<file path="src/rtl/fetch_pc_unit_pkg.sv">
// Shared control-path definitions for the fetch stage: PC-select encodings,
// the fetch-stage nop and field widths of the execute-stage redirect inputs.
package fetch_pc_unit_pkg;

  typedef enum logic [1:0] {
    PCSEL_SEQ = 2'b00,
    PCSEL_BR  = 2'b01,
    PCSEL_JT  = 2'b10,
    PCSEL_JR  = 2'b11
  } pcsel_e;

  localparam logic [31:0] NOP_INSN = 32'h0;
  localparam int          IMM_W    = 17;
  localparam int          TGT_W    = 27;

  function automatic logic signed [31:0] sext_imm(input logic [IMM_W-1:0] imm);
    logic signed [IMM_W-1:0] s;
    s = $signed(imm);
    return 32'(s);
  endfunction

endpackage

</file>
<file path="src/rtl/fetch_pc_unit_next_pc_select.sv">
// Combinational redirect resolution for the instruction in execute: decides
// whether fetch is redirected and produces the pc to load on the next edge.
module next_pc_select
  import fetch_pc_unit_pkg::*;
(
  input  logic             stall,
  input  logic             ex_valid,
  input  logic [1:0]       pc_mux,
  input  logic             bne,
  input  logic             blt,
  input  logic             alu_ne,
  input  logic             alu_lt,
  input  logic [31:0]      ex_pc_plus1,
  input  logic [IMM_W-1:0] ex_imm,
  input  logic [TGT_W-1:0] ex_target,
  input  logic [31:0]      rd_val,
  input  logic [31:0]      pc,
  output logic             redirect,
  output logic [31:0]      next_pc
);

  logic        w_branch;
  logic        w_jump;
  logic        w_taken;
  logic [31:0] w_target;

  always_comb begin
    w_branch = ex_valid & ((pc_mux == PCSEL_BR) | blt);
    w_jump   = ex_valid & pc_mux[1];
    w_taken  = (bne & alu_ne) | (blt & alu_lt);
    redirect = ~stall & (w_jump | (w_branch & w_taken));

    // A jump overrides a branch recognised in the same cycle.
    if (w_jump) begin
      if (pc_mux == PCSEL_JT) w_target = {{(32-TGT_W){1'b0}}, ex_target};
      else                    w_target = rd_val;
    end else begin
      w_target = ex_pc_plus1 + sext_imm(ex_imm);
    end

    if (stall)         next_pc = pc;
    else if (redirect) next_pc = w_target;
    else               next_pc = pc + 32'd1;
  end

endmodule

</file>
<file path="src/rtl/fetch_pc_unit.sv">
// Program counter, fetch/decode latch and redirect counter. Redirects flush the
// wrong-path word in F/D, costing exactly one bubble.
module fetch_pc_unit
  import fetch_pc_unit_pkg::*;
#(
  parameter int ADDR_W = 12,
  parameter int CNT_W  = 16
) (
  input  logic              clock,
  input  logic              reset,
  input  logic              stall,
  input  logic              ex_valid,
  input  logic [1:0]        pc_mux,
  input  logic              bne,
  input  logic              blt,
  input  logic              alu_ne,
  input  logic              alu_lt,
  input  logic [31:0]       ex_pc_plus1,
  input  logic [IMM_W-1:0]  ex_imm,
  input  logic [TGT_W-1:0]  ex_target,
  input  logic [31:0]       rd_val,
  output logic [ADDR_W-1:0] imem_addr,
  input  logic [31:0]       imem_data,
  output logic [31:0]       fd_insn,
  output logic [31:0]       fd_pc_plus1,
  output logic              fd_valid,
  output logic              redirect,
  output logic [CNT_W-1:0]  redirect_count
);

  logic [31:0]      r_pc;
  logic [31:0]      r_fd_insn;
  logic [31:0]      r_fd_pc_plus1;
  logic             r_fd_valid;
  logic [CNT_W-1:0] r_redirect_count;
  logic             w_redirect;
  logic [31:0]      w_next_pc;

  next_pc_select u_next_pc_select (
    .stall       (stall),
    .ex_valid    (ex_valid),
    .pc_mux      (pc_mux),
    .bne         (bne),
    .blt         (blt),
    .alu_ne      (alu_ne),
    .alu_lt      (alu_lt),
    .ex_pc_plus1 (ex_pc_plus1),
    .ex_imm      (ex_imm),
    .ex_target   (ex_target),
    .rd_val      (rd_val),
    .pc          (r_pc),
    .redirect    (w_redirect),
    .next_pc     (w_next_pc)
  );

  always_ff @(posedge clock or posedge reset) begin
    if (reset) begin
      r_pc             <= '0;
      r_fd_insn        <= NOP_INSN;
      r_fd_pc_plus1    <= '0;
      r_fd_valid       <= 1'b0;
      r_redirect_count <= '0;
    end else if (!stall) begin
      r_pc <= w_next_pc;
      if (w_redirect) begin
        r_fd_insn     <= NOP_INSN;
        r_fd_pc_plus1 <= '0;
        r_fd_valid    <= 1'b0;
        if (r_redirect_count != {CNT_W{1'b1}})
          r_redirect_count <= r_redirect_count + {{(CNT_W-1){1'b0}}, 1'b1};
      end else begin
        r_fd_insn     <= imem_data;
        r_fd_pc_plus1 <= r_pc + 32'd1;
        r_fd_valid    <= 1'b1;
      end
    end
  end

  assign imem_addr      = r_pc[ADDR_W-1:0];
  assign fd_insn        = r_fd_insn;
  assign fd_pc_plus1    = r_fd_pc_plus1;
  assign fd_valid       = r_fd_valid;
  assign redirect       = w_redirect & ~reset;
  assign redirect_count = r_redirect_count;

endmodule

</file>
<file path="config.mk">
export PLATFORM = sky130hd
export DESIGN_NAME = fetch_pc_unit
export DESIGN_NICKNAME = d
export VERILOG_FILES = /design/src/rtl/fetch_pc_unit_pkg.sv /design/src/rtl/fetch_pc_unit_next_pc_select.sv /design/src/rtl/fetch_pc_unit.sv
export SDC_FILE = /design/constraint.sdc
export NUM_CORES = 1
export LEC_CHECK = 0
export ABC_AREA = 0
export CAP_MARGIN = 20
export CORE_MARGIN = 8
export CORE_UTILIZATION = 45
export CTS_BUF_LIST = sky130_fd_sc_hd__clkbuf_8 sky130_fd_sc_hd__clkbuf_16
export CTS_CLUSTER_SIZE = 10
export DETAILED_ROUTE_END_ITERATION = 10
export DONT_BUFFER_PORTS = 1
export SLEW_MARGIN = 20
export SYNTH_ARGS = -nofsm -noshare
export SYNTH_HDL_FRONTEND = slang
export SYNTH_SLANG_ARGS = --single-unit
export TNS_END_PERCENT = 10
</file>
<file path="constraint.sdc">
create_clock -name clock -period 9.2 [get_ports clock]
set_clock_uncertainty 0.15 [all_clocks]
set_input_delay 1.84 -clock clock [delete_from_list [all_inputs] [get_ports clock]]
set_output_delay 1.84 -clock clock [all_outputs]
set_load 0.01 [all_outputs]
</file>
==> run metrics <==
post-route cell area 8570 um^2; Sw Share 32.8%; Reg power frac 40.3%; sw power 0.000627 W; reg-to-reg startpoint r_pc[0]; Final Cycle Share between 50% and 60%; nets 1074; status completed; Vias/cell 6.01; clk_lat worst skew 0.41 ns; CTS Buffer Depth 2; 1st-iter DRT viols between 300 and 400; largest net degree at the start of global routing 177; P_leak between 3 and 4 nW; total gr overflow 0; Slew headroom 38.9%; DRC Markers 0; Hold Path Depth 2; Avg Inst Size Synth 8.43 um^2; Final Max Tran Viols 0; Chip Width 148 um; critical path arrival 3.27 ns; RSZ-0062 raised after global routing false; Yosys top cell area share 35.9%; Core Region 17200 um^2; Yosys warning count 0; post-CTS sizing 0; Slowest-stage cell, CP buf_4; Overall Global Routing Usage between 20% and 30%; delay of the slowest critical-path stage 0.45 ns; combinational cell fraction of total power 19.9%; Post-synth EDFFs 0; number of top-level pins 244; crit-path leading delay family simple AND/OR/NAND/NOR gates; Worst Path Required 7.21 ns; Yosys reg bits between 100 and 150; Cell Chain, Critical Path and3_1 -> o311a_2 -> buf_4 -> nand2b_1 -> nor2_1; Synth area leader dfrtp_1; r2r setup slk approximately 6.3 ns; IO Port Bufs 0; slew at the pin with the worst max-slew slack 0.916 ns; Crit Path Max Fanout 46; crit path launch type input pin; commonest non-fill, non-tap cell in the layout nand2_1; reg2reg end r_pc[20]; Max Clock Freq 190 MHz; CTS tree done; Setup Fix Bufs, Post-CTS 0; placed insts 1096; first-pass GRT wire length 36900 um; Layout Cells excl Fill 1128; DR vias between 6000 and 7000; Final Setup Violations 0; detailed placement HPWL between 15000 and 20000 um; vias in the first global route 6444; final hold vios 0; most common flop cell mapped by yosys dfrtp_1; Initial DRT Pass Iterations 6; Crit Path Category input pin to output pin; RePlAce Congestion 0.872; Routed WL per cell 21.0 um; Min-Delay Path Class flop to flop; Layout area overhead 8.92%; antenna violations before repair 0; Inserted Clock Buffers 17; Reg2Reg Depth 8; max-cap check violation count 0; worst hold start fd_insn[1]; CTS HTree Levels 4; power share of the clock group 39.8%; crit path capture type output pin; Cell Area, Synth about 8000 um^2; Unique masters post-synth approximately 70; Min Clock Period, post-route 5.26 ns; Detail Route Antenna Nets 0; Setup TNS 0 ns; syn nets between 1000 and 1500; hold_buf cts 0; VDD IR-drop max 0.116 mV; Routed WL 23700 um; worst hold endpoint fd_insn[1]; Die Height 148 um; CTS sink count 113; die area 22000 um^2; Pint 0.00128 W; clk slew on worst S/H paths around 0.05 ns; placed cell area 7880 um^2; Area contributors post-synth dfrtp_1 36%, nand2_1 7.4%, o21ai_0 5.3%; Syn Inst Count 933; initial core utilization 45.8%; Bufs and invs on worst path 1; pwr dens 223 nW/um^2; most frequent cells in the layout 155 x nand2_1, 113 x dfrtp_1, 83 x o21ai_0; ys async rst share 100%; ratio of cells with drive above 1 in the final layout 6.87%; post-synthesis sequential area ratio a little over a third; standard-cell row count 48; clk root buf clkbuf_16; Inserted Diodes 0
==> synth_stat cells, types with 3 or more instances <==
master     instances
o22a_1             3
and3_1            14
nand3b_1           3
dfrtp_1          113
o21a_1             6
buf_2              6
nand4_1           18
o221ai_1          11
o311a_1            3
o211ai_1           6
o21ai_0           83
a211oi_1          11
inv_1             10
clkbuf_1          37
buf_1              8
buf_4             15
ha_1              33
mux2_2             6
and2_1             6
mux2i_1           26
xnor2_1           40
nand2_1          155
nand3_1           33
a2111oi_0          4
nor2_1            66
xor2_1            25
o21ai_1           11
o21bai_1           3
nor3_1            15
o22ai_1            4
or2_2              3
or3_1              4
a211o_1            3
a21o_1            19
a21oi_1           51
o31ai_1           14
a41oi_1            3
and4_1             6
a31oi_1           13
==> metal layers <==
| metal | vias to the layer above | wire length [um] | GRT usage, % |
|---|---|---|---|
| met5 | - | 0 | 0 |
| met4 | 0 | 194 | 4.64 |
| met3 | 14 | 2140 | 6.59 |
| met2 | 252 | 10500 | 31.7 |
| met1 | 3209 | 10800 | 28.8 |
| li1 | 3299 | - | - |
==> power by group through the flow <==
stage,Sequential [W],Clock (W),Combinational [W]
final,0.000770,0.000760,0.000381
after global routing,0.000787,0.000797,0.000430
after CTS,0.000771,0.000774,0.000382
after detailed placement,0.000779,0,0.000379
after global placement,0.000777,0,0.000375
after floorplan,0.000711,0,0.000360
==> worst max path at each step <==
stage	startpoint	end	slack, ns	depth (start not counted)
3_3_place_gp	bne	redirect	3.96	5
6_report	bne	redirect	3.94	5
3_5_place_dp	bne	redirect	3.96	5
2_1_floorplan	reset	fd_insn[0]	4.22	1
5_1_grt	bne	redirect	3.82	5
4_1_cts	bne	redirect	3.95	5
==> worst register-to-register path: stages (launching register included) <==
cell	delay, ns
dfrtp_1	0.52
ha_1	0.32
nand3_2	0.19
or3_4	0.47
nor3_4	0.31
nand3_1	0.19
a21o_1	0.21
a221oi_1	0.30
o21ai_1	0.12
==> logic make-up after synthesis <==
kind of cell / synth area share, %
simple gates: 20.6
compound gates: 21.8
fa+ha+maj: 5.50
flops: 35.9
xor+xnor: 7.24
mux: 4.31
buf+inv: 4.58
==> layout make-up <==
class	instances	area (um^2)
fillers	1671	8610
multi-input cells	743	4700
flip-flops and latches	113	2830
clock buffers	19	453
well taps	225	282
clock inverters	13	231
inverters	10	40.0
repair buffers	5	37.5
==> flip-flops by register name (all words and copies together), names as in the netlist <==
signal          count
fd_insn            32
fd_pc_plus1        32
fd_valid            1
r_pc               32
redirect_count     16
==> through the flow <==
stage	worst slack, ns	power (W)	hold slack (ns)	utilization, %
after CTS	3.95	0.00193	0.407	49.9
after global routing	3.82	0.00201	0.427	49.9
after global placement	3.96	0.00115	0.390	45.9
after detailed placement	3.96	0.00116	0.393	45.9
final	3.94	0.00191	0.405	49.9
after floorplan	4.22	0.00107	0.352	-
Power figures use the tool's default switching activity.
